[src/rtl/smbus_filter_pkg.sv]
// smbus_filter_pkg: shared defaults and timeout state type for the SMBus input filter
package smbus_filter_pkg;
  localparam int SMBUS_SYNC_STAGES_DEF    = 2;
  localparam int SMBUS_FILTER_CYCLES_DEF  = 4;
  localparam int SMBUS_IDLE_CYCLES_DEF    = 250;
  localparam int SMBUS_TIMEOUT_CYCLES_DEF = 1750000;
  typedef enum logic {TO_RUN, TO_HIT} smbus_to_state_t;
endpackage

[src/rtl/smbus_glitch_filter.sv]
// smbus_glitch_filter: synchronizer plus stable-count deglitcher for one open-drain line
module smbus_glitch_filter
  import smbus_filter_pkg::*;
#(
  parameter int SYNC_STAGES   = SMBUS_SYNC_STAGES_DEF,
  parameter int FILTER_CYCLES = SMBUS_FILTER_CYCLES_DEF
) (
  input  logic clk,
  input  logic rst,
  input  logic line_i,
  output logic filt_o
);
  localparam int CW = $clog2(FILTER_CYCLES + 1);
  logic [SYNC_STAGES-1:0] sync_q;
  logic [CW-1:0] cnt_q, cnt_d;
  logic filt_q, filt_d, synced, hit;
  assign synced = sync_q[SYNC_STAGES-1];
  always_comb begin
    hit    = (synced != filt_q) && (cnt_q == CW'(FILTER_CYCLES - 1));
    cnt_d  = (synced == filt_q || hit) ? '0 : cnt_q + 1'b1;
    filt_d = hit ? synced : filt_q;
  end
  always_ff @(posedge clk or posedge rst) begin
    if (rst) begin
      sync_q <= '1;
      cnt_q  <= '0;
      filt_q <= 1'b1;
    end else begin
      sync_q <= {sync_q[SYNC_STAGES-2:0], line_i};
      cnt_q  <= cnt_d;
      filt_q <= filt_d;
    end
  end
  assign filt_o = filt_q;
endmodule

[src/rtl/smbus_input_filter.sv]
// smbus_input_filter: deglitched SCL/SDA with START/STOP, idle and SCL-low timeout detection
// Optional SCL-low timeout FSM built only when SMBUS_TIMEOUT_EN is defined.
module smbus_input_filter
  import smbus_filter_pkg::*;
#(
  parameter int SYNC_STAGES    = SMBUS_SYNC_STAGES_DEF,
  parameter int FILTER_CYCLES  = SMBUS_FILTER_CYCLES_DEF,
  parameter int IDLE_CYCLES    = SMBUS_IDLE_CYCLES_DEF,
  parameter int TIMEOUT_CYCLES = SMBUS_TIMEOUT_CYCLES_DEF
) (
  input  logic clk,
  input  logic i_reset,
  input  logic ia_scl_in,
  input  logic ia_sda_in,
  output logic o_scl_filt,
  output logic o_sda_filt,
  output logic o_start_det,
  output logic o_stop_det,
  output logic o_bus_idle,
  output logic o_scl_low_timeout
);
  localparam int IW = $clog2(IDLE_CYCLES + 1);
  logic scl_q, sda_q, start_q, stop_q, start_d, stop_d;
  logic [IW-1:0] idle_cnt_q, idle_cnt_d;
  smbus_glitch_filter #(.SYNC_STAGES(SYNC_STAGES), .FILTER_CYCLES(FILTER_CYCLES)) u_scl (
    .clk(clk), .rst(i_reset), .line_i(ia_scl_in), .filt_o(o_scl_filt)
  );
  smbus_glitch_filter #(.SYNC_STAGES(SYNC_STAGES), .FILTER_CYCLES(FILTER_CYCLES)) u_sda (
    .clk(clk), .rst(i_reset), .line_i(ia_sda_in), .filt_o(o_sda_filt)
  );
  // requiring SCL high in both cycles also rejects same-clock SCL/SDA changes
  always_comb begin
    start_d    = scl_q & o_scl_filt & sda_q & ~o_sda_filt;
    stop_d     = scl_q & o_scl_filt & ~sda_q & o_sda_filt;
    idle_cnt_d = (!o_scl_filt || !o_sda_filt || start_q) ? '0 :
                 (idle_cnt_q == IW'(IDLE_CYCLES)) ? idle_cnt_q : idle_cnt_q + 1'b1;
  end
  always_ff @(posedge clk or posedge i_reset) begin
    if (i_reset) begin
      scl_q      <= 1'b1;
      sda_q      <= 1'b1;
      start_q    <= 1'b0;
      stop_q     <= 1'b0;
      idle_cnt_q <= '0;
    end else begin
      scl_q      <= o_scl_filt;
      sda_q      <= o_sda_filt;
      start_q    <= start_d;
      stop_q     <= stop_d;
      idle_cnt_q <= idle_cnt_d;
    end
  end
  assign o_start_det = start_q;
  assign o_stop_det  = stop_q;
  assign o_bus_idle  = (idle_cnt_q == IW'(IDLE_CYCLES));
`ifdef SMBUS_TIMEOUT_EN
  localparam int TW = $clog2(TIMEOUT_CYCLES + 1);
  smbus_to_state_t to_state_q, to_state_d;
  logic [TW-1:0] to_cnt_q, to_cnt_d;
  always_comb begin
    to_state_d = to_state_q;
    to_cnt_d   = to_cnt_q;
    if (o_scl_filt) begin
      to_state_d = TO_RUN;
      to_cnt_d   = '0;
    end else if (to_state_q == TO_RUN) begin
      if (to_cnt_q == TW'(TIMEOUT_CYCLES)) to_state_d = TO_HIT;
      else to_cnt_d = to_cnt_q + 1'b1;
    end
  end
  always_ff @(posedge clk or posedge i_reset) begin
    if (i_reset) begin
      to_state_q <= TO_RUN;
      to_cnt_q   <= '0;
    end else begin
      to_state_q <= to_state_d;
      to_cnt_q   <= to_cnt_d;
    end
  end
  assign o_scl_low_timeout = (to_state_q == TO_HIT);
`else
  assign o_scl_low_timeout = 1'b0;
`endif
endmodule

[config.mk]
export PLATFORM = sky130hd
export DESIGN_NAME = smbus_input_filter
export DESIGN_NICKNAME = d
export VERILOG_FILES = /design/src/rtl/smbus_filter_pkg.sv /design/src/rtl/smbus_glitch_filter.sv /design/src/rtl/smbus_input_filter.sv
export SDC_FILE = /design/constraint.sdc
export NUM_CORES = 1
export LEC_CHECK = 0
export ABC_AREA = 1
export BUFFER_PORTS_ARGS = -buffer_cell sky130_fd_sc_hd__buf_2
export CAP_MARGIN = 0
export CORE_MARGIN = 1
export CORE_UTILIZATION = 35
export DETAILED_ROUTE_END_ITERATION = 10
export PLACE_DENSITY = 0.57
export SETUP_SLACK_MARGIN = 0.02
export SYNTH_ARGS = -nofsm -noshare
export SYNTH_HDL_FRONTEND = slang
export SYNTH_SLANG_ARGS = --single-unit
[constraint.sdc]
create_clock -name clk -period 1.1 [get_ports clk]
set_input_delay 0.11 -clock clk [delete_from_list [all_inputs] [get_ports clk]]
set_output_delay 0.11 -clock clk [all_outputs]
set_load 0.1 [all_outputs]
==> results by stage <==
Setup path:
- The most critical setup path has its startpoint at idle_cnt_q[0].
- The register-to-register setup slack is -270 ps.
- The worst register-to-register path has a depth of 9.
- The maximum net fanout on the critical path is 2.
- The startpoint identified for the worst register-to-register timing path is idle_cnt_q[0].
- The critical path is of the reg2out type.
- The type of origin of the critical path is a flop.
- The type of element capturing the critical path is an output port.
- The endpoint of the worst-slack reg-to-reg timing path is idle_cnt_q[0].
- At the worst endpoint, the arrival time is 1450 ps.
- For the worst setup path, the data required time is 990 ps.

Outcome:
- The final reports fail on negative setup slack.
- The run finished, with violations left.

STA:
- Setup repair after global routing could not meet its margin everywhere.
- The minimum period implied by the final worst setup slack is 1560 ps.
- The count of endpoints failing hold in the final timing report is 0.
- The worst hold slack after final layout is 359 ps.
- After layout, the worst setup slack is -460 ps.
- The number of max-slew violations in the final report is 0.
- The clock skew after layout is 7.56 ps.
- The post-route fraction of the period consumed by the critical path is 142%.
- The final sum of negative setup slack is -2840 ps.
- Timing would allow up to 641 MHz.
- Setup violations remaining at the end of the flow were counted as 18.

Finish:
- At the end of the flow, the number of nets in the layout was 158.
- In the final layout, the share of cells above drive strength 1 is 54.4%.
- The number of antenna diodes is 0.
- After routing the design area is 1690 sq um.
- In the layout the commonest cells are sky130_fd_sc_hd__buf_4 (18), sky130_fd_sc_hd__dfrtp_1 (15), sky130_fd_sc_hd__nor2_1 (14), sky130_fd_sc_hd__nand2_1 (13), sky130_fd_sc_hd__buf_6 (12).
- The most common cell after layout, fill and taps aside is sky130_fd_sc_hd__buf_4.
- The filler cells instantiated in the layout total 247.
- From synthesis to final layout, the design area changed by 60.9%.

Placement:
- The post-detailed-placement half-perimeter wirelength is 1.33 mm.
- The placement-stage cell area is 1350 sq um.
- At the placement stage, the worst setup path has a slack of -153 ps.
- At the end of routability-driven placement, the weighted congestion stood at 0.723.
- The count of buffers added on input and output ports is 8.

Logic synthesis:
- The number of distinct library cells after synthesis is 23.
- Ranked by total cell area, the synthesized netlist is headed by sky130_fd_sc_hd__dfrtp_1 (38%), sky130_fd_sc_hd__dfstp_2 (20%), sky130_fd_sc_hd__ha_1 (7.1%), sky130_fd_sc_hd__nand2_1 (5.4%), sky130_fd_sc_hd__nor2_1 (5.4%).
- The number of flip-flops and latches in the synthesized netlist is 24.
- The fraction of synthesized cell area taken by the top area cell type is 38.0%.
- The total nets after synthesis is 112.
- After synthesis, flip-flops and latches occupy 58.0% of the total area.
- Of all cell types, the one taking the most synthesized area is sky130_fd_sc_hd__dfrtp_1.
- After synthesis, the mean cell area works out to 10.3 sq um.
- The synthesized netlist cell count is 102.
- The yosys synthesis warning count is 0.
- Summing every instance area after synthesis gives 1050 sq um.

Clock network:
- The clock latency on the worst-skew pair is 310 ps.
- After clock tree synthesis, the clock-pin slew on the worst setup and hold paths is 130 ps.
- The clock tree root driver cell is sky130_fd_sc_hd__clkbuf_4.
- The number of CTS-inserted buffers is 3.
- CTS built an H-tree with a depth of 1.
- In this run the deepest clock path goes through 2 buffers.
- TritonCTS built the clock tree.
- CTS saw 24 sinks.

Detailed routing:
- The detail route stage leaves a number of antenna-violating nets equal to 0.
- The routed design has 2.18 mm of wire.
- The post-detailed-route DRC marker count is 0.
- In the final routed layout, each cell accounts on average for 12.3 microns.
- The final route contains 834 vias.
- The first-pass iteration count of the detailed router is 4.
- After detailed routing, the number of vias per cell comes to 4.69.
- For this block, the initial DRC count from the detailed router was 14.

Die:
- The horizontal die dimension is 56.8 microns.
- The effective utilization at floorplan is 37.5%.
- The core region is 2810 sq um.
- The die area is 3230 sq um.
- The number of core rows is 19.
- The die height is 56.8 microns.
- 10 I/O pins were placed.

Power and ir drop:
- Summed over all cells, the static leakage comes to 0.768 nW.
- For this design the ratio of total power to cell area is 2300 nW/um^2.
- The worst ir drop on vdd is 863 uV.

GRT:
- The number of antenna violations at the first check in global routing was 0.
- Entering global routing, the biggest net connects 25 pins.
- The overall routing resource usage is 15.5%.
- The first global-routing pass estimated 3.86 mm of wire.
- The total overflow reported by the global router is 0.
- The via count of the first global-routing pass is 903.

Worst hold path:
- The classification of the worst-slack hold path is in2async.

Run:
- The number of max-cap violations is 0.
[metrics by stage]
stage	utilization, %	std cells	power (mW)
floorplan	-	102	2.24
global placement	48.3	155	2.77
detailed placement	48.3	155	2.82
CTS	57.8	173	3.76
global route	60.3	178	4.14
finish	60.3	178	3.90
[kinds of logic (layout without fill, tap and decap cells)]
kind of cell / Yosys count / in the layout / share of synthesized area (%)
AOI/OAI and AO/OA: 8 / 8 / 4.99
xor gates and xnor gates: 1 / 1 / 0.832
adders and majority gates: 6 / 6 / 7.13
buffers and inverters: 14 / 58 / 5.35
DFF: 24 / 24 / 58.0
muxes: 2 / 2 / 2.14
other: 1 / 1 / 0.356
and+or+nand+nor: 46 / 47 / 21.2
[where the power goes]
group,internal (mW),switching (mW)
registers,1.18,0.149
clock network,0.202,0.251
logic,1.02,1.10
[registers in the layout, indices dropped and copies added (netlist names)]
| name | cells |
|---|---|
| o_start_det | 1 |
| u_sda.filt_o | 1 |
| u_scl.filt_o | 1 |
| u_scl.cnt_q | 3 |
| o_stop_det | 1 |
| u_scl.sync_q | 2 |
| idle_cnt_q | 8 |
| u_sda.sync_q | 2 |
| sda_q | 1 |
| scl_q | 1 |
| u_sda.cnt_q | 3 |
[critical path, stage by stage, from the launching register on]
cell and delay (ps):
sky130_fd_sc_hd__dfrtp_1 420, sky130_fd_sc_hd__inv_2 80, sky130_fd_sc_hd__ha_4 150, sky130_fd_sc_hd__nand2_4 60
sky130_fd_sc_hd__nor2_4 100, sky130_fd_sc_hd__nand2_2 70, sky130_fd_sc_hd__clkinvlp_4 90, sky130_fd_sc_hd__buf_12 160
[Yosys cell counts]
library cell / number
sky130_fd_sc_hd__a21oi_1: 3
sky130_fd_sc_hd__a21oi_2: 1
sky130_fd_sc_hd__buf_4: 1
sky130_fd_sc_hd__conb_1: 1
sky130_fd_sc_hd__dfrtp_1: 16
sky130_fd_sc_hd__dfstp_2: 8
sky130_fd_sc_hd__ha_1: 6
sky130_fd_sc_hd__inv_1: 13
sky130_fd_sc_hd__mux2_2: 2
sky130_fd_sc_hd__nand2_1: 15
sky130_fd_sc_hd__nand2_2: 2
sky130_fd_sc_hd__nand3_1: 6
sky130_fd_sc_hd__nand3_2: 1
sky130_fd_sc_hd__nand4_1: 2
sky130_fd_sc_hd__nor2_1: 15
sky130_fd_sc_hd__nor2_2: 2
sky130_fd_sc_hd__nor2_8: 1
sky130_fd_sc_hd__nor3_1: 1
sky130_fd_sc_hd__nor3b_1: 1
sky130_fd_sc_hd__o21ai_0: 2
sky130_fd_sc_hd__o21bai_1: 1
sky130_fd_sc_hd__o21bai_2: 1
sky130_fd_sc_hd__xor2_1: 1
[repair_timing]
action                                  CTS  global route
gates cloned                              1             0
hold endpoints to repair                 18             0
pin swaps                                16             6
endpoints found under the setup margin   21            21
hold buffers                              3             0
resized for setup                        23             7
setup buffers                            10             6
[worst max-delay path by stage]
stage,endpoint
floorplan,o_bus_idle
global placement,o_bus_idle
detailed placement,o_bus_idle
CTS,o_bus_idle
global route,o_bus_idle
finish,o_bus_idle
[final cells by class]
class	instances	area, sq um	area share [%]
inverters	13	52.6	3.10
multi-input cells	65	531	31.3
well taps	31	38.8	2.29
clock buffers	4	36.3	2.14
flip-flops and latches	24	619	36.6
repair buffers	41	415	24.5
[routing by layer]
layer,GRT usage (%),vias to the layer above,wire length (microns)
met5,0,-,0
met2,28.2,21,1140
met4,5.57,0,39
met3,2.76,6,68
li1,-,412,-
met1,18.1,395,940
No activity file was read; power rests on OpenSTA's default activity.
